$ cat src/rtl/loader_defines.v
// rtl/loader_defines.v - shared loader state encodings, length width and default bit timing
`ifndef LOADER_DEFINES_V
`define LOADER_DEFINES_V

`define LOADER_ST_LEN_LO   3'd0
`define LOADER_ST_LEN_HI   3'd1
`define LOADER_ST_PAYLOAD  3'd2
`define LOADER_ST_CHECK    3'd3
`define LOADER_ST_DONE     3'd4
`define LOADER_ST_ERROR    3'd5

`define LOADER_LEN_W        16
`define LOADER_CLKS_PER_BIT 16

`endif

$ cat src/rtl/uart_loader_pkg.sv
// rtl/uart_loader_pkg.sv - loader FSM state type and sizing constants
package uart_loader_pkg;
`include "loader_defines.v"

  localparam int LEN_W                = `LOADER_LEN_W;
  localparam int DEFAULT_CLKS_PER_BIT = `LOADER_CLKS_PER_BIT;

  typedef enum logic [2:0] {
    LEN_LO  = `LOADER_ST_LEN_LO,
    LEN_HI  = `LOADER_ST_LEN_HI,
    PAYLOAD = `LOADER_ST_PAYLOAD,
    CHECK   = `LOADER_ST_CHECK,
    DONE    = `LOADER_ST_DONE,
    ERROR   = `LOADER_ST_ERROR
  } loader_state_t;
endpackage

$ cat src/rtl/uart_loader_rx.sv
// rtl/uart_loader_rx.sv - 8N1 receiver: 2-flop synchronizer plus mid-bit sampler
module uart_rx
  import uart_loader_pkg::*;
#(
  parameter int CLKS_PER_BIT = DEFAULT_CLKS_PER_BIT
) (
  input  logic       clk,
  input  logic       rst,
  input  logic       rx,
  output logic       rx_valid,
  output logic [7:0] rx_byte,
  output logic       frame_err
);
  localparam int CW = $clog2(CLKS_PER_BIT);
  localparam logic [CW-1:0] HALF_M1 = CW'(CLKS_PER_BIT / 2 - 1);
  localparam logic [CW-1:0] FULL_M1 = CW'(CLKS_PER_BIT - 1);

  typedef enum logic [1:0] {RX_IDLE, RX_START, RX_DATA, RX_STOP} rx_state_t;

  rx_state_t     state, state_nxt;
  logic          rx_meta, rx_sync, rx_prev;
  logic [CW-1:0] cnt, cnt_nxt;
  logic [2:0]    bit_idx, bit_nxt;
  logic [7:0]    shift, shift_nxt, byte_nxt;
  logic          valid_nxt, ferr_nxt;

  always_ff @(posedge clk) begin
    if (rst) begin
      rx_meta   <= 1'b1;
      rx_sync   <= 1'b1;
      rx_prev   <= 1'b1;
      state     <= RX_IDLE;
      cnt       <= '0;
      bit_idx   <= '0;
      shift     <= '0;
      rx_valid  <= 1'b0;
      rx_byte   <= '0;
      frame_err <= 1'b0;
    end else begin
      rx_meta   <= rx;
      rx_sync   <= rx_meta;
      rx_prev   <= rx_sync;
      state     <= state_nxt;
      cnt       <= cnt_nxt;
      bit_idx   <= bit_nxt;
      shift     <= shift_nxt;
      rx_valid  <= valid_nxt;
      rx_byte   <= byte_nxt;
      frame_err <= ferr_nxt;
    end
  end

  // Edge-triggered start so a line stuck low after a bad stop bit does not retrigger.
  always_comb begin
    state_nxt = state;
    cnt_nxt   = cnt + CW'(1);
    bit_nxt   = bit_idx;
    shift_nxt = shift;
    byte_nxt  = rx_byte;
    valid_nxt = 1'b0;
    ferr_nxt  = 1'b0;
    case (state)
      RX_IDLE: begin
        cnt_nxt = '0;
        if (rx_prev && !rx_sync) state_nxt = RX_START;
      end
      RX_START: begin
        if (cnt == HALF_M1) begin
          cnt_nxt = '0;
          bit_nxt = '0;
          state_nxt = rx_sync ? RX_IDLE : RX_DATA;
        end
      end
      RX_DATA: begin
        if (cnt == FULL_M1) begin
          cnt_nxt   = '0;
          shift_nxt = {rx_sync, shift[7:1]};
          if (bit_idx == 3'd7) state_nxt = RX_STOP;
          else                 bit_nxt   = bit_idx + 3'd1;
        end
      end
      RX_STOP: begin
        if (cnt == FULL_M1) begin
          cnt_nxt   = '0;
          state_nxt = RX_IDLE;
          if (rx_sync) begin
            valid_nxt = 1'b1;
            byte_nxt  = shift;
          end else begin
            ferr_nxt = 1'b1;
          end
        end
      end
      default: state_nxt = RX_IDLE;
    endcase
  end
endmodule

$ cat src/rtl/uart_loader.sv
// rtl/uart_loader.sv - UART boot loader top; optional trailing checksum via UART_LOADER_CHECKSUM_EN
module uart_loader
  import uart_loader_pkg::*;
#(
  parameter int          CLKS_PER_BIT = DEFAULT_CLKS_PER_BIT,
  parameter logic [31:0] BASE_ADDR    = 32'h0000_0000
) (
  input  logic        clk,
  input  logic        rst,
  input  logic        rx,
  output logic [31:0] mem_address,
  output logic [7:0]  mem_write_data,
  output logic        mem_write_enable,
  output logic        cpu_rst,
  output logic        loading,
  output logic        error
);
  logic             rx_valid;
  logic [7:0]       rx_byte;
  logic             frame_err;
  loader_state_t    state, state_nxt;
  logic [LEN_W-1:0] len, index;
`ifdef UART_LOADER_CHECKSUM_EN
  logic [7:0]       sum;
`endif

  uart_rx #(.CLKS_PER_BIT(CLKS_PER_BIT)) u_rx (
    .clk       (clk),
    .rst       (rst),
    .rx        (rx),
    .rx_valid  (rx_valid),
    .rx_byte   (rx_byte),
    .frame_err (frame_err)
  );

  always_ff @(posedge clk) begin
    if (rst) state <= LEN_LO;
    else     state <= state_nxt;
  end

  always_comb begin
    state_nxt = state;
    cpu_rst   = (state != DONE);
    loading   = (state != DONE);
    error     = (state == ERROR);
    case (state)
      LEN_LO: begin
        if (frame_err)     state_nxt = ERROR;
        else if (rx_valid) state_nxt = LEN_HI;
      end
      LEN_HI: begin
        if (frame_err) state_nxt = ERROR;
        else if (rx_valid) begin
          if ({rx_byte, len[7:0]} == '0)
`ifdef UART_LOADER_CHECKSUM_EN
            state_nxt = CHECK;
`else
            state_nxt = DONE;
`endif
          else
            state_nxt = PAYLOAD;
        end
      end
      PAYLOAD: begin
        if (frame_err) state_nxt = ERROR;
`ifdef UART_LOADER_CHECKSUM_EN
        else if (rx_valid && (index + LEN_W'(1)) == len) state_nxt = CHECK;
`else
        // Release one cycle after the final strobe, not alongside it.
        else if (mem_write_enable && index == len) state_nxt = DONE;
`endif
      end
`ifdef UART_LOADER_CHECKSUM_EN
      CHECK: begin
        if (frame_err)     state_nxt = ERROR;
        else if (rx_valid) state_nxt = (rx_byte == sum) ? DONE : ERROR;
      end
`endif
      DONE, ERROR: state_nxt = state;
      default:     state_nxt = ERROR;
    endcase
  end

  always_ff @(posedge clk) begin
    if (rst) begin
      len              <= '0;
      index            <= '0;
      mem_address      <= BASE_ADDR;
      mem_write_data   <= '0;
      mem_write_enable <= 1'b0;
`ifdef UART_LOADER_CHECKSUM_EN
      sum              <= '0;
`endif
    end else begin
      mem_write_enable <= 1'b0;
      if (rx_valid) begin
        case (state)
          LEN_LO: len[7:0] <= rx_byte;
          LEN_HI: begin
            len[LEN_W-1:8] <= rx_byte;
            index          <= '0;
          end
          PAYLOAD: begin
            mem_write_enable <= 1'b1;
            mem_address      <= BASE_ADDR + 32'(index);
            mem_write_data   <= rx_byte;
            index            <= index + LEN_W'(1);
`ifdef UART_LOADER_CHECKSUM_EN
            sum              <= sum + rx_byte;
`endif
          end
          default: ;
        endcase
      end
    end
  end
endmodule
$ cat config.mk
export PLATFORM = sky130hd
export DESIGN_NAME = uart_loader
export DESIGN_NICKNAME = d
export VERILOG_FILES = /design/src/rtl/uart_loader_pkg.sv /design/src/rtl/uart_loader_rx.sv /design/src/rtl/uart_loader.sv
export VERILOG_INCLUDE_DIRS = /design/src /design/src/rtl
export SDC_FILE = /design/constraint.sdc
export NUM_CORES = 1
export LEC_CHECK = 0
export ABC_AREA = 1
export CORE_UTILIZATION = 29
export DETAILED_ROUTE_END_ITERATION = 16
export GPL_ROUTABILITY_DRIVEN = 0
export SETUP_SLACK_MARGIN = 0.1
export SYNTH_ARGS = -nofsm -noshare
export SYNTH_HDL_FRONTEND = slang
export SYNTH_HIERARCHICAL = 1
export SYNTH_SLANG_ARGS = --single-unit
$ cat constraint.sdc
create_clock -name clk -period 3 [get_ports clk]
set_clock_uncertainty 0.05 [all_clocks]
set_input_delay 0.45 -clock clk [delete_from_list [all_inputs] [get_ports clk]]
set_output_delay 0.45 -clock clk [all_outputs]
set_load 0.03 [all_outputs]
==> flow_metrics.env, run 1 <==
export IMPL_multi_input_area_um2=1880
export IMPL_fill_cells=1498
export IMPL_grt_max_degree=47
export IMPL_crit_fanout=4
export IMPL_synth_common_cells="nand2_1 (131), dfxtp_1 (90), nor2_1 (81)"
export IMPL_track_usage_pct=13.7
export IMPL_maxSlewViolCount=0
export IMPL_vias=3487
export IMPL_yosysTopAreaCellShare_pct=44.1
export IMPL_fin_crit_ns=2.10
export IMPL_via_per_inst=4.44
export IMPL_clkPwrFrac_pct=45.8
export IMPL_post_place_ws_ns=0.975
export IMPL_first_iter_violations=192
export IMPL_grt_overflow_total=0
export IMPL_min_from="u_rx/rx_meta"
export IMPL_p_total_w=0.00250
export IMPL_clk_path_buf_depth=2
export IMPL_critPathLaunchType="flop"
export IMPL_worstPathArrival_ns=1.60
export IMPL_clk_pin_slew_ns=0.07
export IMPL_switchingPower_w=0.000607
export IMPL_core_area_um2=13800
export IMPL_synth_area_per_cell_um2=7.12
export IMPL_finalNetCount=608
export IMPL_finalCritPeriodShare_pct=69.9
export IMPL_cts_resized_gates=0
export IMPL_hold_slack_ns=0.361
export IMPL_hpwlAfterDp_um=6780
export IMPL_antenna_found_initial=0
export IMPL_fp_dieH_um=121
export IMPL_cap_violations=0
export IMPL_outcome="finished clean"
export IMPL_grt_pass1_vias=3143
export IMPL_power_switching_share_pct=24.2
export IMPL_crit_required_ns=2.50
export IMPL_synth_seq_cells=90
export IMPL_cts_max_level=3
export IMPL_wl_per_cell_um=12.0
export IMPL_netlist_instances=574
export IMPL_synth_cell_types=37
export IMPL_finish_instance_area_um2=4790
export IMPL_io_pins=47
export IMPL_cts_made_buffers=9
export IMPL_ys_flop_type="dfxtp_1"
export IMPL_ant_nets=0
export IMPL_initial_utilization_pct=29.6
export IMPL_power_density_nw_per_um2=523
export IMPL_startpoint="state[1]"
export IMPL_die_x_um=121
export IMPL_power_frac_seq_pct=48.7
export IMPL_fmax_mhz=477
export IMPL_finalSetupViolCount=0
export IMPL_ys_seq_area_share_pct=44.1
export IMPL_syn2layout_area_growth_pct=17.1
export IMPL_cts_tree="built"
export IMPL_diodes=0
export IMPL_drc=0
export IMPL_rsz0062_at_grt="no"
export IMPL_grt_pass1_wl_um=15600
export IMPL_yosys_top_cells_area="dfxtp_1 (44%), nand2_1 (12%), nor2_1 (7.4%), a21oi_1 (6.7%), o21ai_0 (6.5%)"
export IMPL_yosysTopAreaCell="dfxtp_1"
export IMPL_cts_setup_buffers=0
export IMPL_setup_ws_ns=0.903
export IMPL_p_int_w=0.00190
export IMPL_routed_wl_um=9430
export IMPL_yosysMostFrequentCell="nand2_1"
export IMPL_port_buffer_count=30
export IMPL_dr_pass1_iters=4
export IMPL_maxSlewHeadroom_pct=61.8
export IMPL_p_leak_nw=1.80
export IMPL_hold_buffers=0
export IMPL_rows=43
export IMPL_drive_gt1_share_pct=8.58
export IMPL_synthArstFlopShare_pct=0
export IMPL_peakVddDrop_uv=248
export IMPL_finalHoldViolations=0
export IMPL_cp_end_kind="primary output"
export IMPL_holdCritPathClass="flop to flop"
export IMPL_place_area_um2=4490
export IMPL_clock_latency_ns=0.34
export IMPL_combPwrFrac_pct=5.5
export IMPL_die_area_um2=14600
export IMPL_tns_ns=0
export IMPL_register_area_um2=1800
export IMPL_worst_pin_slew_ns=0.572
export IMPL_synth_enable_flop_cells=0
export IMPL_yosys_warnings=6
export IMPL_cts_num_sinks=90
export IMPL_clockRootBuffer="clkbuf_16"
export IMPL_synthesis_area_um2=4090
export IMPL_critPathKind="flop to primary output"
export IMPL_worstReg2RegStart="state[2]"
==> worst max-delay path, stage by stage, from the launching register on <==
cell and delay [ns]:
dfxtp_1 0.39, inv_1 0.09, nand3_1 0.10, clkdlybuf4s50_1 0.67
==> path summary, 6_finish.rpt <==
| path | endpoint | slack [ns] | depth (start not counted) |
|---|---|---|---|
| min | u_rx/rx_sync | 0.36 | 1 |
| max reg2reg | index[4] | 0.97 | 7 |
| max | loading | 0.90 | 3 |
| min reg2reg | u_rx/rx_sync | 0.36 | 1 |
==> per-layer routing <==
layer	global-route usage (%)	wire length [um]	vias up
li1	-	-	1857
met1	18.0	4620	1567
met2	21.8	4310	53
met3	3.77	369	10
met4	4.32	136	0
met5	0	0	-
==> stage by stage <==
stage               util, %  std cells
detailed placement     32.4        770
global placement       32.4        770
CTS                    34.6        786
finish                 34.6        786
global route           34.6        786
floorplan                 -        589
==> cell usage in the layout, fill, tap and decap left out, types with 2 or more instances in the layout <==
cell type	count
a211oi_1	2
a21oi_1	55
buf_4	3
clkbuf_16	9
clkdlybuf4s50_1	30
clkinv_2	4
clkinv_4	3
conb_1	16
dfxtp_1	90
ha_1	4
inv_1	57
inv_2	8
nand2_1	131
nand2_2	4
nand2_4	2
nand3_1	15
nand3_2	5
nand3b_1	2
nand4_1	4
nor2_1	81
nor2_2	3
nor2_4	4
o21ai_0	53
o21ai_1	4
o32ai_1	2
or2_2	2
==> flip-flops by register name, indices dropped and copies added (netlist names), 3 cells and up, named ones only <==
register and count:
u_rx/bit_idx 3, state 3, u_rx/shift 8, u_rx/cnt 4, len 16, mem_write_data 8
index 16, mem_address 16, u_rx/rx_byte 8
==> power groups by stage <==
stage               Clock (W)  Sequential (W)  Combinational (W)
floorplan                   0         0.00124           0.000133
global placement            0         0.00125           0.000137
detailed placement          0         0.00125           0.000138
CTS                   0.00117         0.00122           0.000138
global route          0.00123         0.00122           0.000157
finish                0.00115         0.00122           0.000137
==> logic make-up (layout without fill, tap and decap cells) <==
family / after synthesis / count (layout) / share of synthesized area, %
AO/OA/AOI/OAI: 122 / 122 / 15.7
XOR/XNOR: 2 / 2 / 0.429
adder cells (fa/ha/maj): 4 / 4 / 1.22
buffers and inverters: 100 / 117 / 11.4
flip-flops: 90 / 90 / 44.1
other: 1 / 16 / 0.0917
AND/OR/NAND/NOR: 255 / 255 / 27.1
==> cell type report <==
cell class / instances / share of cell area [%]
clock buffers: 9 / 4.70
clock inverters: 7 / 1.62
inverters: 68 / 5.41
multi-input cells: 399 / 39.2
flip-flops and latches: 90 / 37.6
well taps: 180 / 4.70
repair buffers: 33 / 6.74
(Power assumes the default switching activity.)
==> run 2, diff against run 1 <==
==> constraint.sdc (replaced) <==
create_clock -name clk -period 1.9 [get_ports clk]
set_clock_uncertainty 0.05 [all_clocks]
set_input_delay 0.285 -clock clk [delete_from_list [all_inputs] [get_ports clk]]
set_output_delay 0.285 -clock clk [all_outputs]
set_load 0.03 [all_outputs]
==> flow_metrics.env, run 2 (same netlist as run 1, synthesis figures left out) <==
export IMPL_outcome="finished clean"
export IMPL_rsz0062_at_grt="no"
export IMPL_cts_tree="built"
export IMPL_instances_no_fill=797
export IMPL_antenna_found_initial=0
export IMPL_power_density_nw_per_um2=805
export IMPL_grt_overflow_total=0
export IMPL_whs_path_depth=1
export IMPL_diodes=0
export IMPL_routed_wl_um=9380
export IMPL_dp_cells=781
export IMPL_grt_pass1_wl_um=15600
export IMPL_finalSetupViolCount=0
export IMPL_worstReg2RegStart="state[2]"
export IMPL_first_iter_violations=203
export IMPL_die_area_um2=14600
export IMPL_finalCritPeriodShare_pct=90.9
export IMPL_ant_nets=0
export IMPL_worstPathArrival_ns=1.39
export IMPL_grt_pass1_vias=3229
export IMPL_via_per_inst=4.40
export IMPL_p_leak_nw=1.87
export IMPL_port_buffer_count=30
export IMPL_tns_ns=0
export IMPL_worstPathCellList="clkdlybuf4s50_1"
export IMPL_final_common_cell="nand2_1"
export IMPL_die_x_um=121
export IMPL_cp_end_kind="primary output"
export IMPL_fp_dieH_um=121
export IMPL_dr_pass1_iters=5
export IMPL_crit_buf_inv=1
export IMPL_track_usage_pct=13.7
export IMPL_rrSetupSlack_ns=0.32
export IMPL_crit_family="buffers and inverters"
export IMPL_finalHoldViolations=0
export IMPL_cap_violations=0
export IMPL_peakVddDrop_uv=542
export IMPL_holdCritPathClass="flop to flop"
export IMPL_crit_fanout=2
export IMPL_cpPeakStageDelay_ns=0.69
export IMPL_clk_path_buf_depth=2
export IMPL_cts_max_level=3
export IMPL_core_area_um2=13800
export IMPL_io_pins=47
export IMPL_initial_utilization_pct=29.6
export IMPL_wl_per_cell_um=11.8
export IMPL_r2r_cells=7
export IMPL_drc=0
export IMPL_cpMaxStageDelayCell="clkdlybuf4s50_1"
export IMPL_crit_required_ns=1.56
export IMPL_cts_num_sinks=90
export IMPL_grt_max_degree=39
export IMPL_clk_pin_slew_ns=0.06
export IMPL_fmax_mhz=579
export IMPL_hpwlAfterDp_um=6980
export IMPL_hold_buffers=0
export IMPL_place_area_um2=4580
export IMPL_layout_common_cells="nand2_1 (131), dfxtp_1 (89), nor2_1 (79)"
export IMPL_whs_endpoint="u_rx/rx_sync"
export IMPL_vias=3506
export IMPL_critPathKind="flop to primary output"
export IMPL_clock_latency_ns=0.34
export IMPL_rows=43
export IMPL_reg_top3="index: 16 flops, len: 16 flops, mem_address: 16 flops"
export IMPL_clockRootBuffer="clkbuf_16"
export IMPL_syn2layout_area_growth_pct=19.4
export IMPL_drive_gt1_share_pct=10.5
export IMPL_cts_made_buffers=9
export IMPL_maxSlewViolCount=0
export IMPL_fin_crit_ns=1.73
export IMPL_reg2reg_to="index[4]"
export IMPL_min_from="u_rx/rx_meta"
export IMPL_critPathLaunchType="flop"
export IMPL_finalNetCount=619
export IMPL_finish_instance_area_um2=4880
## run 2: changes by cell type in the layout (fill, tap and decap cells not counted), sizes merged
cell	delta
dlygate4sd2	+3
buf	+11
clkbuf	+2
clkinvlp	-1
clkdlybuf4s50	-3
inv	-1
## run 2: stage by stage
| step | power [W] | util, % | setup WS [ns] | hold slack, ns |
|---|---|---|---|---|
| global route | 0.00410 | 35.3 | 0.100 | 0.394 |
| CTS | 0.00397 | 35.2 | 0.143 | 0.362 |
| floorplan | 0.00217 | - | 0.439 | 0.307 |
| global placement | 0.00219 | 33.1 | 0.256 | 0.346 |
| finish | 0.00393 | 35.3 | 0.173 | 0.362 |
| detailed placement | 0.00219 | 33.1 | 0.265 | 0.345 |
## run 2: timing repair
action,in CTS,in global routing
setup buffers,0,0
endpoints found under the setup margin,3,2
endpoints found under the hold margin,0,0
gates resized for setup,3,3
## run 2: cell type report
type	instances	area (um2)
fillers	1487	8950
clock inverters	5	53.8
multi-input cells	399	1880
flip-flops and latches	90	1800
inverters	68	259
well taps	180	225
clock buffers	11	243
repair buffers	44	414
## run 2: power breakdown
part | internal, W | switching, W
Clock | 0.00105 | 0.000728
Sequential | 0.00191 | 0.0000176
Combinational | 0.0000660 | 0.000158
## run 2: worst max-delay path by stage
stage,cells after the start,slack [ns],startpoint,end
detailed placement,4,0.27,rst,u_rx/rx_byte[4]
global route,11,0.10,index[12],state[2]
global placement,4,0.26,rst,u_rx/rx_byte[4]
floorplan,10,0.44,index[0],index[12]
CTS,1,0.14,mem_write_data[0],mem_write_data[0]
finish,1,0.17,mem_write_data[0],mem_write_data[0]
## run 2: per-layer routing
metal  GRT usage [%]  routed length, um  part of all wire (%)  up-vias
li1                -                  -                     -     1869
met1            16.9               4400                    47     1566
met2            22.8               4440                    47       59
met3            3.63                361                   3.8       12
met4            5.17                187                   2.0        0
met5               0                  0                     0        -
==> run 3, diff against run 2 <==
--- a/config.mk
+++ b/config.mk
@@ -13,5 +13,4 @@
 export SETUP_SLACK_MARGIN = 0.1
 export SYNTH_ARGS = -nofsm -noshare
 export SYNTH_HDL_FRONTEND = slang
-export SYNTH_HIERARCHICAL = 1
 export SYNTH_SLANG_ARGS = --single-unit
==> flow_metrics.env, run 3 <==
export IMPL_outcome="finished clean"
export IMPL_cts_num_sinks=90
export IMPL_layout_common_cells="dfxtp_1 (88), nand2_1 (81), a21oi_1 (65)"
export IMPL_dr_pass1_iters=4
export IMPL_finalCritPeriodShare_pct=90.9
export IMPL_holdCritPathClass="flop to flop"
export IMPL_cp_end_kind="primary output"
export IMPL_synth_seq_cells=90
export IMPL_vias=3309
export IMPL_synthesis_area_um2=3990
export IMPL_grt_max_degree=40
export IMPL_yosysTopAreaCell="dfxtp_1"
export IMPL_whs_endpoint="u_rx.rx_sync"
export IMPL_maxSlewViolCount=0
export IMPL_cts_made_buffers=9
export IMPL_min_from="u_rx.rx_meta"
export IMPL_synth_common_cells="dfxtp_1 (90), nand2_1 (81), a21oi_1 (65)"
export IMPL_cpPeakStageDelay_ns=0.69
export IMPL_hold_buffers=0
export IMPL_crit_cells=1
export IMPL_cts_max_level=3
export IMPL_finalSetupViolCount=0
export IMPL_drc=0
export IMPL_hpwlAfterDp_um=6470
export IMPL_crit_buf_inv=1
export IMPL_rows=42
export IMPL_grt_pass1_wl_um=15000
export IMPL_core_area_um2=13300
export IMPL_yosysMostFrequentCell="dfxtp_1"
export IMPL_clk_pin_slew_ns=0.07
export IMPL_antenna_found_initial=0
export IMPL_crit_fanout=2
export IMPL_ys_seq_area_share_pct=45.1
export IMPL_die_x_um=119
export IMPL_yosys_warnings=0
export IMPL_p_leak_nw=1.81
export IMPL_drive_gt1_share_pct=11.2
export IMPL_fill_cells=1394
export IMPL_fp_dieH_um=119
export IMPL_cpMaxStageDelayCell="clkdlybuf4s50_1"
export IMPL_fmax_mhz=579
export IMPL_crit_required_ns=1.56
export IMPL_io_pins=47
export IMPL_critPathKind="flop to primary output"
export IMPL_finalNetCount=564
export IMPL_rrSetupSlack_ns=0.25
export IMPL_ys_flop_type="dfxtp_1"
export IMPL_netlist_instances=525
export IMPL_ant_nets=0
export IMPL_worstReg2RegStart="u_rx.cnt[0]"
export IMPL_rsz0062_at_grt="no"
export IMPL_synth_cell_types=44
export IMPL_synthArstFlopShare_pct=0
export IMPL_clock_latency_ns=0.34
export IMPL_wl_per_cell_um=12.3
export IMPL_cap_violations=0
export IMPL_worstPathArrival_ns=1.39
export IMPL_port_buffer_count=30
export IMPL_initial_utilization_pct=29.9
export IMPL_hold_slack_ns=0.356
export IMPL_reg_top3="index: 16 flops, len: 16 flops, mem_address: 16 flops"
export IMPL_syn2layout_area_growth_pct=19.6
export IMPL_routed_wl_um=9050
export IMPL_track_usage_pct=13.3
export IMPL_yosysTopAreaCellShare_pct=45.1
export IMPL_clockRootBuffer="clkbuf_16"
export IMPL_die_area_um2=14200
export IMPL_power_density_nw_per_um2=845
export IMPL_yosys_top_cells_area="dfxtp_1 (45%), a21oi_1 (8.2%), nand2_1 (7.6%), o21ai_0 (7.5%), inv_1 (5.5%)"
export IMPL_whs_path_depth=1
export IMPL_peakVddDrop_uv=483
export IMPL_worstPathCellList="clkdlybuf4s50_1"
export IMPL_first_iter_violations=246
export IMPL_tns_ns=0
export IMPL_p_total_w=0.00403
export IMPL_fin_crit_ns=1.73
export IMPL_diodes=0
export IMPL_finalHoldViolations=0
export IMPL_grt_overflow_total=0
export IMPL_r2r_cells=6
export IMPL_crit_family="buffers and inverters"
export IMPL_via_per_inst=4.48
export IMPL_synth_area_per_cell_um2=7.60
export IMPL_grt_pass1_vias=3081
export IMPL_clk_path_buf_depth=2
export IMPL_final_common_cell="dfxtp_1"
export IMPL_synth_enable_flop_cells=0
export IMPL_cts_tree="built"
export IMPL_critPathLaunchType="flop"
==> run 3: changes by cell type after synthesis, moves of 3 or more <==
cell,before,now
nand4_1,4,10
nand2_1,131,81
clkinv_2,3,0
o21ai_0,53,60
a21oi_1,55,65
nand3_1,15,10
nor2_4,4,8
nor2_1,81,51
==> run 3: layer usage <==
layer | GRT usage, % | wire (um) | vias up
li1 | - | - | 1749
met1 | 16.9 | 4350 | 1490
met2 | 21.8 | 4210 | 60
met3 | 3.93 | 374 | 10
met4 | 3.98 | 119 | 0
met5 | 0 | 0 | -
==> run 3: layout make-up <==
| type | count | area [um2] | area share (%) |
|---|---|---|---|
| timing repair buffer | 40 | 393 | 8.23 |
| sequential | 90 | 1800 | 37.8 |
| clock buffer | 12 | 246 | 5.16 |
| inverter | 69 | 259 | 5.43 |
| tap | 176 | 220 | 4.61 |
| clock inverter | 4 | 75.1 | 1.57 |
| multi-input combinational | 347 | 1780 | 37.2 |
==> run 3: how the worst max path moves through the flow <==
stage,start,to
6_report,mem_write_enable,mem_write_enable
5_1_grt,index[11],state[0]
4_1_cts,state[2],error
3_5_place_dp,state[2],error
3_3_place_gp,state[2],error
2_1_floorplan,u_rx.cnt[0],u_rx.rx_byte[7]
==> run 3: kinds of logic after synthesis <==
kind of cell,after synthesis,synth area share [%]
AND/OR/NAND/NOR,180,21.2
AO/OA/AOI/OAI,144,19.8
buffers and inverters,103,11.8
flip-flops,90,45.1
adder cells (fa/ha/maj),4,1.25
XOR/XNOR,3,0.658
other,1,0.0940
==> run 3: report_power, final <==
group	switching (W)	internal [W]
registers	0.0000137	0.00190
logic	0.000154	0.0000551
clock network	0.000720	0.00119
==> run 3: timing repair <==
| item | 4_1_cts | 5_1_grt |
|---|---|---|
| endpoints found under the setup margin | 3 | 10 |
| setup buffers | 0 | 3 |
| pin swaps | 0 | 1 |
| gates resized for setup | 3 | 5 |
==> run 3: through the flow <==
stage / worst slack [ns] / utilization (%) / instance area, um2 / cells
after floorplan: 0.440 / - / 4050 / 540
after global placement: 0.258 / 33.2 / 4430 / 719
after detailed placement: 0.226 / 33.2 / 4430 / 719
after CTS: 0.139 / 35.6 / 4750 / 735
after global routing: 0.123 / 35.8 / 4770 / 738
final: 0.173 / 35.8 / 4770 / 738
